### src/rtl/serial_adder_pkg.sv
// Purpose: shared types and helpers for the multi-cycle serial adder.
// Latency: n/a (package only).
// Backpressure: n/a (package only).
package serial_adder_pkg;

    typedef enum logic [1:0] {
        IDLE = 2'd0,
        RUN  = 2'd1,
        DONE = 2'd2
    } state_t;

    // Chunk counter width: clog2 of the chunk count, never narrower than 1 bit.
    function automatic int cnt_width(input int n);
        return (n <= 1) ? 1 : $clog2(n);
    endfunction

endpackage

### src/rtl/serial_adder_fa_slice.sv
// Purpose: combinational ripple chain of W full-adder cells.
// Latency: 0 cycles (pure combinational).
// Backpressure: none; output follows inputs.
//
// Ports: a, b (W bits), cin -> s (W bits), cout; with SERIAL_ADDER_OVF_EN also
// c_msb, the carry into the top cell (used for signed overflow).
module fa_slice #(
    parameter int W = 1
) (
    input  logic [W-1:0] a,
    input  logic [W-1:0] b,
    input  logic         cin,
    output logic [W-1:0] s,
`ifdef SERIAL_ADDER_OVF_EN
    output logic         c_msb,
`endif
    output logic         cout
);

    logic [W:0] c;

    always_comb begin
        c    = '0;
        s    = '0;
        c[0] = cin;
        for (int i = 0; i < W; i++) begin
            s[i]   = a[i] ^ b[i] ^ c[i];
            c[i+1] = (a[i] & b[i]) | (c[i] & (a[i] ^ b[i]));
        end
    end

    assign cout  = c[W];
`ifdef SERIAL_ADDER_OVF_EN
    assign c_msb = c[W-1];
`endif

endmodule

### src/rtl/serial_adder.sv
// Purpose: WIDTH-bit adder with carry-in, BITS_PER_CYCLE bits per clock.
// Latency: start accepted at edge k -> done pulse in the cycle after edge k+N.
// Backpressure: start ignored while busy; accepted in IDLE or in the DONE cycle.
//
// Ports: clk, rst_n (sync, active-low), start, a, b, c_in in;
// busy, done (1-cycle pulse), sum, c_out out. Optional macro
// SERIAL_ADDER_OVF_EN adds registered output ovf (signed overflow).
module serial_adder
    import serial_adder_pkg::*;
#(
    parameter int WIDTH          = 16,
    parameter int BITS_PER_CYCLE = 1
) (
    input  logic             clk,
    input  logic             rst_n,
    input  logic             start,
    input  logic [WIDTH-1:0] a,
    input  logic [WIDTH-1:0] b,
    input  logic             c_in,
    output logic             busy,
    output logic             done,
    output logic [WIDTH-1:0] sum,
`ifdef SERIAL_ADDER_OVF_EN
    output logic             ovf,
`endif
    output logic             c_out
);

    localparam int N  = WIDTH / BITS_PER_CYCLE;
    localparam int CW = cnt_width(N);

    if (WIDTH < 1 || BITS_PER_CYCLE < 1 || (WIDTH % BITS_PER_CYCLE) != 0) begin : g_param_check
        $error("serial_adder: BITS_PER_CYCLE must divide WIDTH and WIDTH must be >= 1");
    end

    state_t                    state;
    logic [WIDTH-1:0]          a_sh;
    logic [WIDTH-1:0]          b_sh;
    logic [WIDTH-1:0]          res_sh;
    logic                      carry;
    logic [CW-1:0]             cnt;

    logic [BITS_PER_CYCLE-1:0] s_chunk;
    logic                      c_chunk;
    logic [WIDTH-1:0]          res_next;
`ifdef SERIAL_ADDER_OVF_EN
    logic                      c_msb;
`endif

    fa_slice #(.W(BITS_PER_CYCLE)) u_fa_slice (
        .a    (a_sh[BITS_PER_CYCLE-1:0]),
        .b    (b_sh[BITS_PER_CYCLE-1:0]),
        .cin  (carry),
        .s    (s_chunk),
`ifdef SERIAL_ADDER_OVF_EN
        .c_msb(c_msb),
`endif
        .cout (c_chunk)
    );

    // New chunk enters at the MSB end; after N chunks the LSB chunk has
    // travelled down to bit 0. Written with shifts so N == 1 stays legal.
    assign res_next = (res_sh >> BITS_PER_CYCLE)
                    | (WIDTH'(s_chunk) << (WIDTH - BITS_PER_CYCLE));

    always_ff @(posedge clk) begin
        if (!rst_n) begin
            state  <= IDLE;
            a_sh   <= '0;
            b_sh   <= '0;
            res_sh <= '0;
            carry  <= 1'b0;
            cnt    <= '0;
            busy   <= 1'b0;
            done   <= 1'b0;
            sum    <= '0;
            c_out  <= 1'b0;
`ifdef SERIAL_ADDER_OVF_EN
            ovf    <= 1'b0;
`endif
        end else begin
            case (state)
                IDLE, DONE: begin
                    done <= 1'b0;
                    if (start) begin
                        a_sh   <= a;
                        b_sh   <= b;
                        carry  <= c_in;
                        res_sh <= '0;
                        cnt    <= '0;
                        busy   <= 1'b1;
                        state  <= RUN;
                    end else begin
                        state  <= IDLE;
                    end
                end
                RUN: begin
                    a_sh   <= a_sh >> BITS_PER_CYCLE;
                    b_sh   <= b_sh >> BITS_PER_CYCLE;
                    carry  <= c_chunk;
                    res_sh <= res_next;
                    cnt    <= cnt + CW'(1);
                    if (cnt == CW'(N - 1)) begin
                        sum   <= res_next;
                        c_out <= c_chunk;
`ifdef SERIAL_ADDER_OVF_EN
                        ovf   <= c_msb ^ c_chunk;
`endif
                        busy  <= 1'b0;
                        done  <= 1'b1;
                        state <= DONE;
                    end
                end
                default: begin
                    busy  <= 1'b0;
                    done  <= 1'b0;
                    state <= IDLE;
                end
            endcase
        end
    end

endmodule
### config.mk
export PLATFORM = sky130hd
export DESIGN_NAME = serial_adder
export DESIGN_NICKNAME = d
export VERILOG_FILES = /design/src/rtl/serial_adder_pkg.sv /design/src/rtl/serial_adder_fa_slice.sv /design/src/rtl/serial_adder.sv
export SDC_FILE = /design/constraint.sdc
export NUM_CORES = 1
export LEC_CHECK = 0
export ABC_CLOCK_PERIOD_IN_PS = 2800
export CORE_MARGIN = 2
export CORE_UTILIZATION = 48
export DETAILED_ROUTE_END_ITERATION = 8
export PLACE_DENSITY = 0.75
export SYNTH_ARGS = -nofsm -noshare
export SYNTH_HDL_FRONTEND = slang
export SYNTH_HIERARCHICAL = 1
export SYNTH_SLANG_ARGS = --single-unit
### constraint.sdc
create_clock -name clk -period 2.8 [get_ports clk]
set_input_delay 0.84 -clock clk [delete_from_list [all_inputs] [get_ports clk]]
set_output_delay 0.84 -clock clk [all_outputs]
set_load 0.02 [all_outputs]
Yosys cells after proc, flatten, opt, wreduce, memory -nomap -nowiden
Cells that the tools add are included.
{"block": "classes", "n_addsub": 1, "n_eq_ne": 5, "n_mux": 16, "bitwise": 6, "reduce_logical": 7}
{"operator": "16-bit one-hot mux with 2 select lines", "count": 3}
{"operator": "16-bit 2-to-1 mux", "count": 3}
{"operator": "15-bit by 16-bit OR with 16-bit output", "count": 1}
{"operator": "4-bit one-hot mux with 2 select lines", "count": 1}
{"operator": "2-bit AND reduction", "count": 4}
{"operator": "4-bit by 1-bit adder with 4-bit output (second input constant)", "count": 1}
{"operator": "4-bit == test (second input constant)", "count": 1}
{"operator": "1-bit 2-to-1 mux", "count": 4}
{"operator": "4-bit 2-to-1 mux", "count": 1}
{"operator": "2-bit inequality test (second input constant)", "count": 2}
{"operator": "1-bit one-hot mux with 2 select lines", "count": 2}
{"operator": "2-bit one-hot mux with 2 select lines", "count": 1}
{"operator": "1-bit bitwise AND", "count": 2}
{"operator": "2-bit by 1-bit == test with 1-bit output (second input constant)", "count": 1}
{"operator": "2-bit == test (second input constant)", "count": 1}
{"operator": "2-bit logical NOT", "count": 1}
{"operator": "2-bit 2-to-1 mux", "count": 1}
{"operator": "2-bit nonzero test", "count": 1}
{"operator": "2-bit OR reduction", "count": 1}
{"operator": "1-bit XOR", "count": 2}
{"operator": "1-bit OR", "count": 1}
{"block": "totals", "reg_bits": 74, "output_inout_bits": 19}

Logic depth before layout (Yosys ltp)
{"block": "depth", "ltp_word": 4, "depth_mapped": 6, "depth_no_buf": 4}

By module
The synthesis kept the hierarchy.
{"module": "serial_adder", "instances": 1, "cells_each": 296, "area_per_inst_um2": 2802.7, "seq_area_each_um2": 1461.4}
{"module": "fa_slice", "instances": 1, "cells_each": 1, "area_per_inst_um2": 20.0, "seq_area_each_um2": 0.0}

Worst setup path after synthesis
Ideal clock, no wire load.
{"block": "synth_path", "path_kind": "input-to-reg", "from": "input start", "to": "register res_sh[10]", "t_arrival_ns": 1.598, "required_ns": 2.741, "setup_slack_ns": 1.144, "cell_stages": 5, "path_buffers": 2, "cell_sequence": "nor2b_1 > buf_2 > nor3_4 > buf_6 > a22o_1"}
{"block": "synth_via", "elab_chain_len": 2}
{"item": "start: declaration", "line_no": "serial_adder.sv:16", "rtl": "input logic start,"}
{"item": "2-bit inequality test (no source line)"}
{"item": "2-bit AND reduction (no source line)"}
{"item": "end signal: assignment", "line_no": "serial_adder.sv:101", "rtl": "res_sh <= res_next;"}
{"item": "end: declaration", "line_no": "serial_adder.sv:39", "rtl": "logic [WIDTH-1:0] res_sh;"}
Every way passes these cells.
A chain may end at the register's enable or synchronous reset.

Worst setup path in the final report
{"block": "layout_path", "from": "register sum[13]", "to": "output sum[13]"}
{"item": "start: declaration", "line_no": "serial_adder.sv:22", "rtl": "output logic [WIDTH-1:0] sum,"}
{"item": "start signal: assignment", "line_no": "serial_adder.sv:104", "rtl": "sum <= res_next;"}
No word-level cell between the ends.

==> impl_metrics.ini <==
[global_routing]
grt_max_degree = 39
grtUsageTotal_pct = 20.0
antenna_found_initial = 0
gr-total-overflow = 0
grt_pass1_wl_mm = 9.95
grt_pass1_vias = 2221

[pwr]
finalPower_mw = 2.18
power_frac_clock_pct = 39.1
power.density_nw_per_um2 = 615
swShare_pct = 23.8
p_leak_nw = 1.24
power.internal_mw = 1.66
p_sw_uw = 520
p_comb_share_pct = 10.4
vdd_drop_max_mv = 0.300
seqPwrFrac_pct = 50.5

[clock_tree]
clock_sinks = 73
cts_resized = 0
clkTransAtPathRegs_ns = 0.07
cts_hold_buf = 0
clockBufferDepth = 2
cts_tree = done
post-cts-setup-buffer-count = 0
cts_made_buffers = 9
root_buffer = clkbuf_8
h-tree-depth = 3
clk_latency_ns = 0.34

[placement]
placed_area_sq_um = 3330
place.gp.congestion = 0.745
place_hpwl_mm = 3.84
io_buffer_count = 54
place_inst = 399

[layout]
antennaDiodeCount = 0
fill_cells = 499
final_util_pct = 63.3
drive_gt1_share_pct = 9.04
multi_input_area_sq_um = 1190
final-seq-area_sq_um = 1460
post-route-cell-area_sq_um = 3550
areaGrowthSynthToFinish_pct = 25.8
layout_commonest_cell = dfxtp_1
nets = 376
final_cell_mix = dfxtp_1, clkdlybuf4s50_1, nand3_1, a21oi_1, a22oi_1
fin_cells = 415

[floorplan]
die_h_um = 80.7
rows = 27
start_util_pct = 50.3
core_area_sq_um = 5610
die_w_um = 80.7
io_pins = 55
dieArea_sq_um = 6510

[drt]
vias_per_cell = 5.73
drt-met1-wl_mm = 2.91
drc_errors = 0
routed_wl_mm = 6.21
dr_wl_met2_mm = 2.95
via_count = 2378
wl_per_cell_um = 15.0
maxUsedRoutingLayer = met4
drtIter0Drc = 204
first_pass_iters = 5
ant_nets = 0
wl_met3_um = 222

[sta]
post-route-period-util_pct = 75.6
tightest_slew_ns = 0.751
fmax_mhz = 472
final-max-slew-violation-count = 0
skew_ns = 0.00726
hold_viol = 0
fin_crit_ns = 2.12
rsz0062_at_grt = false
finalSetupViolCount = 0
tns_ns = 0
slew_headroom_pct = 49.9

[synth]
yosys_warnings = 6
synth-seq-cells = 73
syn-cell-area_sq_um = 2820
syn_inst = 297
syn_nets = 335
ys_seq_area_share_pct = 51.8
syn_avg_cell_area_sq_um = 9.50
synthDistinctLibCells = 30

[critical_path]
crit_type = reg -> out
cp_num_buf_inv = 1
critPathSlowestCell = clkdlybuf4s50_1
critical_path.top_delay_family = buffers and inverters
worstPathArrival_ns = 1.28
path_cells = clkdlybuf4s50_1
crit_path_start_kind = register
critPathMaxFanout = 2
endpoint_kind = output port
required_ns = 1.96
max_stage_delay_ns = 0.60

[job]
maxCapViolCount = 0

[outcome]
status = complete, no violations

[min_path]
hp-class = reg -> reg
-- logic make-up (layout without fill, tap and decap cells) --
logic type               after synthesis  after routing  synth area share [%]
AND/OR/NAND/NOR                       68             68                  13.2
multiplexers                           2              2                 0.886
adder cells (fa/ha/maj)                2              2                  1.15
buffers and inverters                 32             78                  6.38
AO/OA/AOI/OAI                        120            120                  26.6
flip-flops                            73             73                  51.8
-- power groups by stage --
stage	Clock [mW]	Sequential, mW	Combinational (mW)
3_5_place_dp	0	1.13	0.225
6_report	0.854	1.10	0.227
3_3_place_gp	0	1.12	0.224
5_1_grt	0.925	1.11	0.251
4_1_cts	0.872	1.10	0.227
2_1_floorplan	0	1.12	0.152
-- final timing paths --
kind	startpoint	endpoint	slack (ns)	cells past startpoint
max	sum[13]	sum[13]	0.68	1
min	a_sh[5]	a_sh[5]	0.47	2
max reg2reg	state[1]	a_sh[13]	1.08	4
min reg2reg	a_sh[5]	a_sh[5]	0.47	2
-- layer usage --
metal	vias up	global-route usage [%]
met5	-	0
met4	0	11.5
met3	10	3.48
met2	54	31.3
met1	1127	25.8
li1	1187	-
-- final cells by class --
class | count | share of cell area [%]
well taps | 72 | 2.54
multi-input cells | 192 | 33.4
clock inverters | 4 | 1.41
clock buffers | 12 | 4.65
inverters | 1 | 0.106
flip-flops and latches | 73 | 41.2
repair buffers | 61 | 16.7
-- stage by stage --
stage          hold slack [ns]  worst slack (ns)
2_1_floorplan            0.442              1.14
3_3_place_gp             0.454             0.421
3_5_place_dp             0.459             0.401
4_1_cts                  0.468             0.657
5_1_grt                  0.482             0.621
6_report                 0.469             0.682
-- state kept, by name, indices dropped and copies added, names as in the netlist, 2 cells and up --
name,count
b_sh,16
a_sh,16
state,2
cnt,4
res_sh,15
sum,16
-- synthesized netlist by cell type, drive strengths merged --
master / n / area share [%]
nand2b: 4 / 0.89
o21ai: 18 / 3.2
a22oi: 30 / 8.0
mux2: 1 / 0.53
a21oi: 52 / 9.2
a22o: 16 / 5.0
nand2: 2 / 0.27
dfxtp: 73 / 52
ha: 1 / 0.44
nand3: 52 / 9.2
o21a: 1 / 0.27
mux2i: 1 / 0.35
o211a: 1 / 0.35
and3: 1 / 0.22
o22ai: 1 / 0.22
nand4: 1 / 0.22
a211oi: 1 / 0.44
inv: 1 / 0.13
buf: 24 / 5.3
nor3: 4 / 1.1
nor2: 2 / 0.53
nor2b: 2 / 0.71
clkbuf: 7 / 0.97
fa: 1 / 0.71
No activity file was read; power rests on OpenSTA's default activity.
